## src/rtl/dmem_responder.sv

```systemverilog
// Data-memory responder: valid/ready load/store port with a fixed LATENCY and a pipeline stall output.
// Optional: define DMEM_MISALIGN_CHECK_EN to flag addresses with addr[1:0] != 0 as errors.
module dmem_responder #(
  parameter int unsigned DEPTH   = 32,
  parameter int unsigned LATENCY = 4
) (
  input  logic        clk_i,
  input  logic        rst_n_i,
  input  logic        req_i,
  input  logic        we_i,
  input  logic [31:0] addr_i,
  input  logic [31:0] wdata_i,
  output logic        ready_o,
  output logic        rvalid_o,
  output logic [31:0] rdata_o,
  output logic        err_o,
  output logic        stall_o
);

  localparam int unsigned IW         = (DEPTH > 1) ? $clog2(DEPTH) : 1;
  localparam int unsigned CW         = (LATENCY > 1) ? $clog2(LATENCY) : 1;
  localparam logic [31:0] ADDR_LIMIT = 32'(4 * DEPTH);

  typedef enum logic [1:0] {S_IDLE, S_BUSY, S_RESP} state_t;

  state_t        state_q, state_d;
  logic [CW-1:0] cnt_q, cnt_d;
  logic          we_q, we_d;
  logic [31:0]   addr_q, addr_d;
  logic [31:0]   wdata_q, wdata_d;
  logic          rvalid_q, rvalid_d;
  logic [31:0]   rdata_q, rdata_d;
  logic          err_q, err_d;
  logic [31:0]   mem_q [DEPTH];

  logic          acc;
  logic          acc_we;
  logic [31:0]   acc_addr;
  logic [31:0]   acc_wdata;
  logic          acc_err;
  logic [IW-1:0] acc_idx;
  logic          mem_wr;

  // Next-state, access selection and combinational handshake outputs
  always_comb begin
    state_d   = state_q;
    cnt_d     = cnt_q;
    we_d      = we_q;
    addr_d    = addr_q;
    wdata_d   = wdata_q;
    acc       = 1'b0;
    acc_we    = we_q;
    acc_addr  = addr_q;
    acc_wdata = wdata_q;

    case (state_q)
      S_IDLE, S_RESP: begin
        if (req_i) begin
          we_d    = we_i;
          addr_d  = addr_i;
          wdata_d = wdata_i;
          cnt_d   = CW'(LATENCY - 1);
          if (LATENCY == 1) begin
            // Single-cycle latency performs the access at the acceptance edge
            state_d   = S_RESP;
            acc       = 1'b1;
            acc_we    = we_i;
            acc_addr  = addr_i;
            acc_wdata = wdata_i;
          end else begin
            state_d = S_BUSY;
          end
        end else begin
          state_d = S_IDLE;
        end
      end
      S_BUSY: begin
        // cnt reaches zero on the edge that performs the access
        cnt_d = cnt_q - CW'(1);
        if (cnt_q == CW'(1)) begin
          acc     = 1'b1;
          state_d = S_RESP;
        end
      end
      default: state_d = S_IDLE;
    endcase

`ifdef DMEM_MISALIGN_CHECK_EN
    acc_err = (acc_addr >= ADDR_LIMIT) || (acc_addr[1:0] != 2'b00);
`else
    acc_err = (acc_addr >= ADDR_LIMIT);
`endif
    acc_idx  = acc_addr[2 +: IW];
    mem_wr   = acc && acc_we && !acc_err;
    rvalid_d = acc;
    rdata_d  = (acc && !acc_we && !acc_err) ? mem_q[acc_idx] : 32'h0;
    err_d    = acc && acc_err;

    ready_o  = (state_q != S_BUSY);
    stall_o  = (state_q == S_BUSY) || req_i;
  end

  always_ff @(posedge clk_i or negedge rst_n_i) begin
    if (!rst_n_i) begin
      state_q  <= S_IDLE;
      cnt_q    <= '0;
      we_q     <= 1'b0;
      addr_q   <= '0;
      wdata_q  <= '0;
      rvalid_q <= 1'b0;
      rdata_q  <= '0;
      err_q    <= 1'b0;
    end else begin
      state_q  <= state_d;
      cnt_q    <= cnt_d;
      we_q     <= we_d;
      addr_q   <= addr_d;
      wdata_q  <= wdata_d;
      rvalid_q <= rvalid_d;
      rdata_q  <= rdata_d;
      err_q    <= err_d;
    end
  end

  // Storage array, cleared on reset
  always_ff @(posedge clk_i or negedge rst_n_i) begin
    if (!rst_n_i) begin
      for (int i = 0; i < int'(DEPTH); i++) mem_q[i] <= '0;
    end else if (mem_wr) begin
      mem_q[acc_idx] <= acc_wdata;
    end
  end

  assign rvalid_o = rvalid_q;
  assign rdata_o  = rdata_q;
  assign err_o    = err_q;

endmodule

```

## config.mk

```make
export PLATFORM = sky130hd
export DESIGN_NAME = dmem_responder
export DESIGN_NICKNAME = d
export VERILOG_FILES = /design/src/rtl/dmem_responder.sv
export SDC_FILE = /design/constraint.sdc
export NUM_CORES = 2
export LEC_CHECK = 0
export ABC_AREA = 1
export CAP_MARGIN = 20
export CELL_PAD_IN_SITES_DETAIL_PLACEMENT = 1
export CELL_PAD_IN_SITES_GLOBAL_PLACEMENT = 2
export CORE_ASPECT_RATIO = 1.4
export CORE_MARGIN = 4
export CORE_UTILIZATION = 40
export DETAILED_ROUTE_END_ITERATION = 16
export GPL_ROUTABILITY_DRIVEN = 0
export PLACE_DENSITY = 0.9
export SKIP_LAST_GASP = 1
export SLEW_MARGIN = 20
export SYNTH_ARGS = -nofsm -noshare
export SYNTH_HDL_FRONTEND = slang
export SYNTH_SLANG_ARGS = --single-unit
```

## constraint.sdc

```tcl
create_clock -name clk_i -period 2.7 [get_ports clk_i]
set_input_delay 0.405 -clock clk_i [delete_from_list [all_inputs] [get_ports clk_i]]
set_output_delay 0.405 -clock clk_i [all_outputs]
set_load 0.02 [all_outputs]
```

==> insert_results.sql <==
INSERT INTO impl_metrics (metric_group, metric, value, unit) VALUES
('timing', 'fin_crit_sh', '93.8', '%'),
('timing', 'grt_setup_unrepaired', 'no', ''),
('grt', 'grt_start_max_net_pins', '115', ''),
('layout', 'layout_commonest_cell', 'sky130_fd_sc_hd__nand2_1', ''),
('detailed_routing', 'via_count', '43071', ''),
('power_and_ir_drop', 'powerDensity', '917', 'nW/µm²'),
('layout', 'mostFrequentLayoutCells', '2139 x sky130_fd_sc_hd__nand2_1, 1201 x sky130_fd_sc_hd__o21ai_0, 1123 x sky130_fd_sc_hd__dfrtp_1', ''),
('power_and_ir_drop', 'power.static_leakage', '0.0280', 'µW'),
('cts', 'cts.htree.levels', '3', ''),
('floorplanning', 'start_util', '40.2', '%'),
('layout', 'layout-drive-gt1-share', '6.95', '%'),
('layout', 'final_core_utilization', '46.2', '%'),
('synth', 'synth-seq-area-share', '55.7', '%'),
('grt', 'gr-total-overflow', '0', ''),
('detailed_routing', 'drt_first_iter_violations', '2681', ''),
('timing', 'report.final.slew_viol_count', '0', ''),
('synth', 'total_nets_after_synthesis', '6567', ''),
('synth', 'ys_top_cells_by_area', 'sky130_fd_sc_hd__dfrtp_1 56%, sky130_fd_sc_hd__nand2_1 16%, sky130_fd_sc_hd__o21ai_0 12%', ''),
('cts', 'cts.clk_slew.worst_paths', '60', 'ps'),
('timing', 'fmaxAchievable', '395', 'MHz'),
('worst_setup_path', 'cp.required', '2300', 'ps'),
('cts', 'cts_resized', '0', ''),
('timing', 'timing.max_slew.rel_slack', '28.5', '%'),
('layout', 'synthToLayoutAreaGrowth', '14.8', '%'),
('cts', 'clk_path_buf_depth', '3', ''),
('placed_design', 'dp_hpwl', '102', 'mm'),
('cts', 'cts_inserted_buffers', '116', ''),
('timing', 'hold_viol', '0', ''),
('synth', 'synth_top_area_share', '55.7', '%'),
('floorplanning', 'die_boundary_height', '429', 'µm'),
('floorplanning', 'coreArea', '126000', 'µm²'),
('detailed_routing', 'firstDrtPassIters', '5', ''),
('floorplanning', 'area_enclosed_by_the_die_boundary', '132000', 'µm²'),
('synth', 'syn_avg_cell_area', '7.78', 'µm²'),
('floorplanning', 'top_level_ports', '104', ''),
('detailed_routing', 'post_drt_via_cell_ratio', '5.28', ''),
('synth', 'yosys.cell_types.count', '23', ''),
('worst_setup_path', 'type_of_the_setup_path_with_the_least_slack', 'reg -> out', ''),
('grt', 'first_global_vias', '45560', ''),
('timing', 'timing.clock.skew', '35.6', 'ps'),
('synth', 'mappedNetlistArea', '50600', 'µm²'),
('power_and_ir_drop', 'post-layout-total-power', '53300', 'µW'),
('worst_setup_path', 'critical_path_arrival', '2130', 'ps'),
('worst_setup_path', 'worst-path-max-fanout', '3', ''),
('cts', 'tritoncts', 'done', ''),
('placed_design', 'place_area', '54200', 'µm²'),
('layout', 'final_cell_area', '58100', 'µm²'),
('synth', 'yosys.area.top_type', 'sky130_fd_sc_hd__dfrtp_1', ''),
('worst_hold_path', 'timing.hold.worst.class', 'in -> reg', ''),
('grt', 'grt_first_pass_wirelength', '273', 'mm'),
('outcome', 'status', 'complete, no violations', ''),
('synth', 'postSynthCellCount', '6498', ''),
('run', 'maxcap_viol_count', '0', ''),
('detailed_routing', 'antenna_violating_nets_post_route', '0', ''),
('floorplanning', 'die_w', '309', 'µm'),
('cts', 'clock_tree_sinks', '1125', ''),
('detailed_routing', 'detail_route.drc_violations', '0', ''),
('power_and_ir_drop', 'vdd_drop_max', '697', 'µV'),
('timing', 'final.min_clock_period', '2530', 'ps'),
('worst_setup_path', 'end_kind', 'output pin', ''),
('grt', 'antenna_found_initial', '5', ''),
('layout', 'finalNetCount', '6498', ''),
('cts', 'clk-insertion-delay-late', '740', 'ps'),
('worst_setup_path', 'startpoint_type', 'register', ''),
('timing', 'timing_worst_slew_pin_value', '1070', 'ps'),
('timing', 'setup_viol', '0', ''),
('synth', 'postSynthRegisterBits', '1125', ''),
('synth', 'synth_warnings', '0', ''),
('cts', 'ctsRootBufferMaster', 'sky130_fd_sc_hd__clkbuf_16', ''),
('grt', 'groute.usage.overall', '26.7', '%'),
('detailed_routing', 'routed_wirelength', '175', 'mm'),
('placed_design', 'io_buffer_count', '101', ''),
('detailed_routing', 'drt-wirelength-per-cell', '21.4', 'µm'),
('timing', 'totalNegativeSetupSlack', '0', 'ps'),
('floorplanning', 'fp-row-count', '154', '');
stage by stage:
| step | setup slack [ps] | cells | hold slack [ps] |
|---|---|---|---|
| 3_3_place_gp | 336 | 7948 | 460 |
| 5_1_grt | 83.0 | 8160 | 239 |
| 3_5_place_dp | 255 | 7948 | 468 |
| 6_report | 167 | 8160 | 241 |
| 2_1_floorplan | 936 | 6498 | 109 |
| 4_1_cts | 94.3 | 8159 | 197 |
Yosys cell counts:
library cell / instances
sky130_fd_sc_hd__nor3_2: 4
sky130_fd_sc_hd__mux2_2: 22
sky130_fd_sc_hd__o21bai_1: 31
sky130_fd_sc_hd__o21ai_1: 42
sky130_fd_sc_hd__clkbuf_1: 413
sky130_fd_sc_hd__nor2_2: 2
sky130_fd_sc_hd__dfrtp_1: 1125
sky130_fd_sc_hd__or2_2: 1
sky130_fd_sc_hd__ha_1: 1
sky130_fd_sc_hd__nor3_1: 1
sky130_fd_sc_hd__inv_1: 268
sky130_fd_sc_hd__nand4_1: 31
sky130_fd_sc_hd__nand2_1: 2141
sky130_fd_sc_hd__inv_2: 6
sky130_fd_sc_hd__nor2_1: 1054
sky130_fd_sc_hd__nand2_2: 1
sky130_fd_sc_hd__a21oi_1: 43
sky130_fd_sc_hd__nand3_2: 29
sky130_fd_sc_hd__buf_2: 41
sky130_fd_sc_hd__nand3_1: 10
sky130_fd_sc_hd__o21ai_0: 1201
sky130_fd_sc_hd__buf_4: 1
sky130_fd_sc_hd__buf_1: 30
registers in the layout, summed over array words and instances, names as in the netlist:
signal     flops
acc_addr      30
acc_wdata     32
acc_we         1
cnt_q          2
err_o          1
mem_q       1024
rdata_o       32
rvalid_o       1
state_q        2
power breakdown:
part / switching [µW] / internal (µW) / total (µW)
sequential: 328 / 17400 / 17700
clock: 6860 / 9520 / 16400
combinational: 13800 / 5420 / 19200
total: 21000 / 32300 / 53300
logic make-up after synthesis:
group	count (synthesis)	share of synthesized area, %
simple gates	3274	24.9
compound gates	1317	13.2
flops	1125	55.7
buf+inv	759	5.74
mux	22	0.490
fa+ha+maj	1	0.0247
worst paths after layout:
check | from | endpoint | slack, ps | cells past startpoint
setup / recovery | state_q[0] | stall_o | 170 | 4
hold / removal | addr_i[7] | acc_addr[7] | 240 | 3
setup reg to reg | acc_addr[2] | rdata_o[18] | 210 | 10
hold reg to reg | mem_q[150] | mem_q[150] | 480 | 2
max in group asynchronous | rst_n_i | mem_q[843] | 1330 | 4
min in group asynchronous | rst_n_i | mem_q[458] | 340 | 2
what timing repair did:
item | CTS | global route
endpoints found under the hold margin | 15 | 0
setup buffers | 0 | 0
hold buffers | 1 | 0
area by class of cell:
cell class              count  area, µm²
clock inverters            21        239
multi-input cells        4614      19900
inverters                 274       1040
repair buffers            298       3120
clock buffers             189       3610
flip-flops and latches   1125      28200
fillers                 15182      67800
diodes                      1       2.50
well taps                1638       2050
per-layer routing:
layer  wire length [µm]  global-route usage [%]  vias up
met2              88900                    48.0      796
met5                 27                       0        -
met4               4540                    7.24        4
met1              74300                    33.7    21780
li1                   -                       -    20244
met3               7090                    3.33      247
worst max-delay path, stage by stage, from the launching register on:
cell and delay, ps:
sky130_fd_sc_hd__dfrtp_1 360, sky130_fd_sc_hd__inv_1 100, sky130_fd_sc_hd__nor2_1 80, sky130_fd_sc_hd__or2_2 290, sky130_fd_sc_hd__clkdlybuf4s50_1 570
No activity file was read; power rests on OpenSTA's default activity.
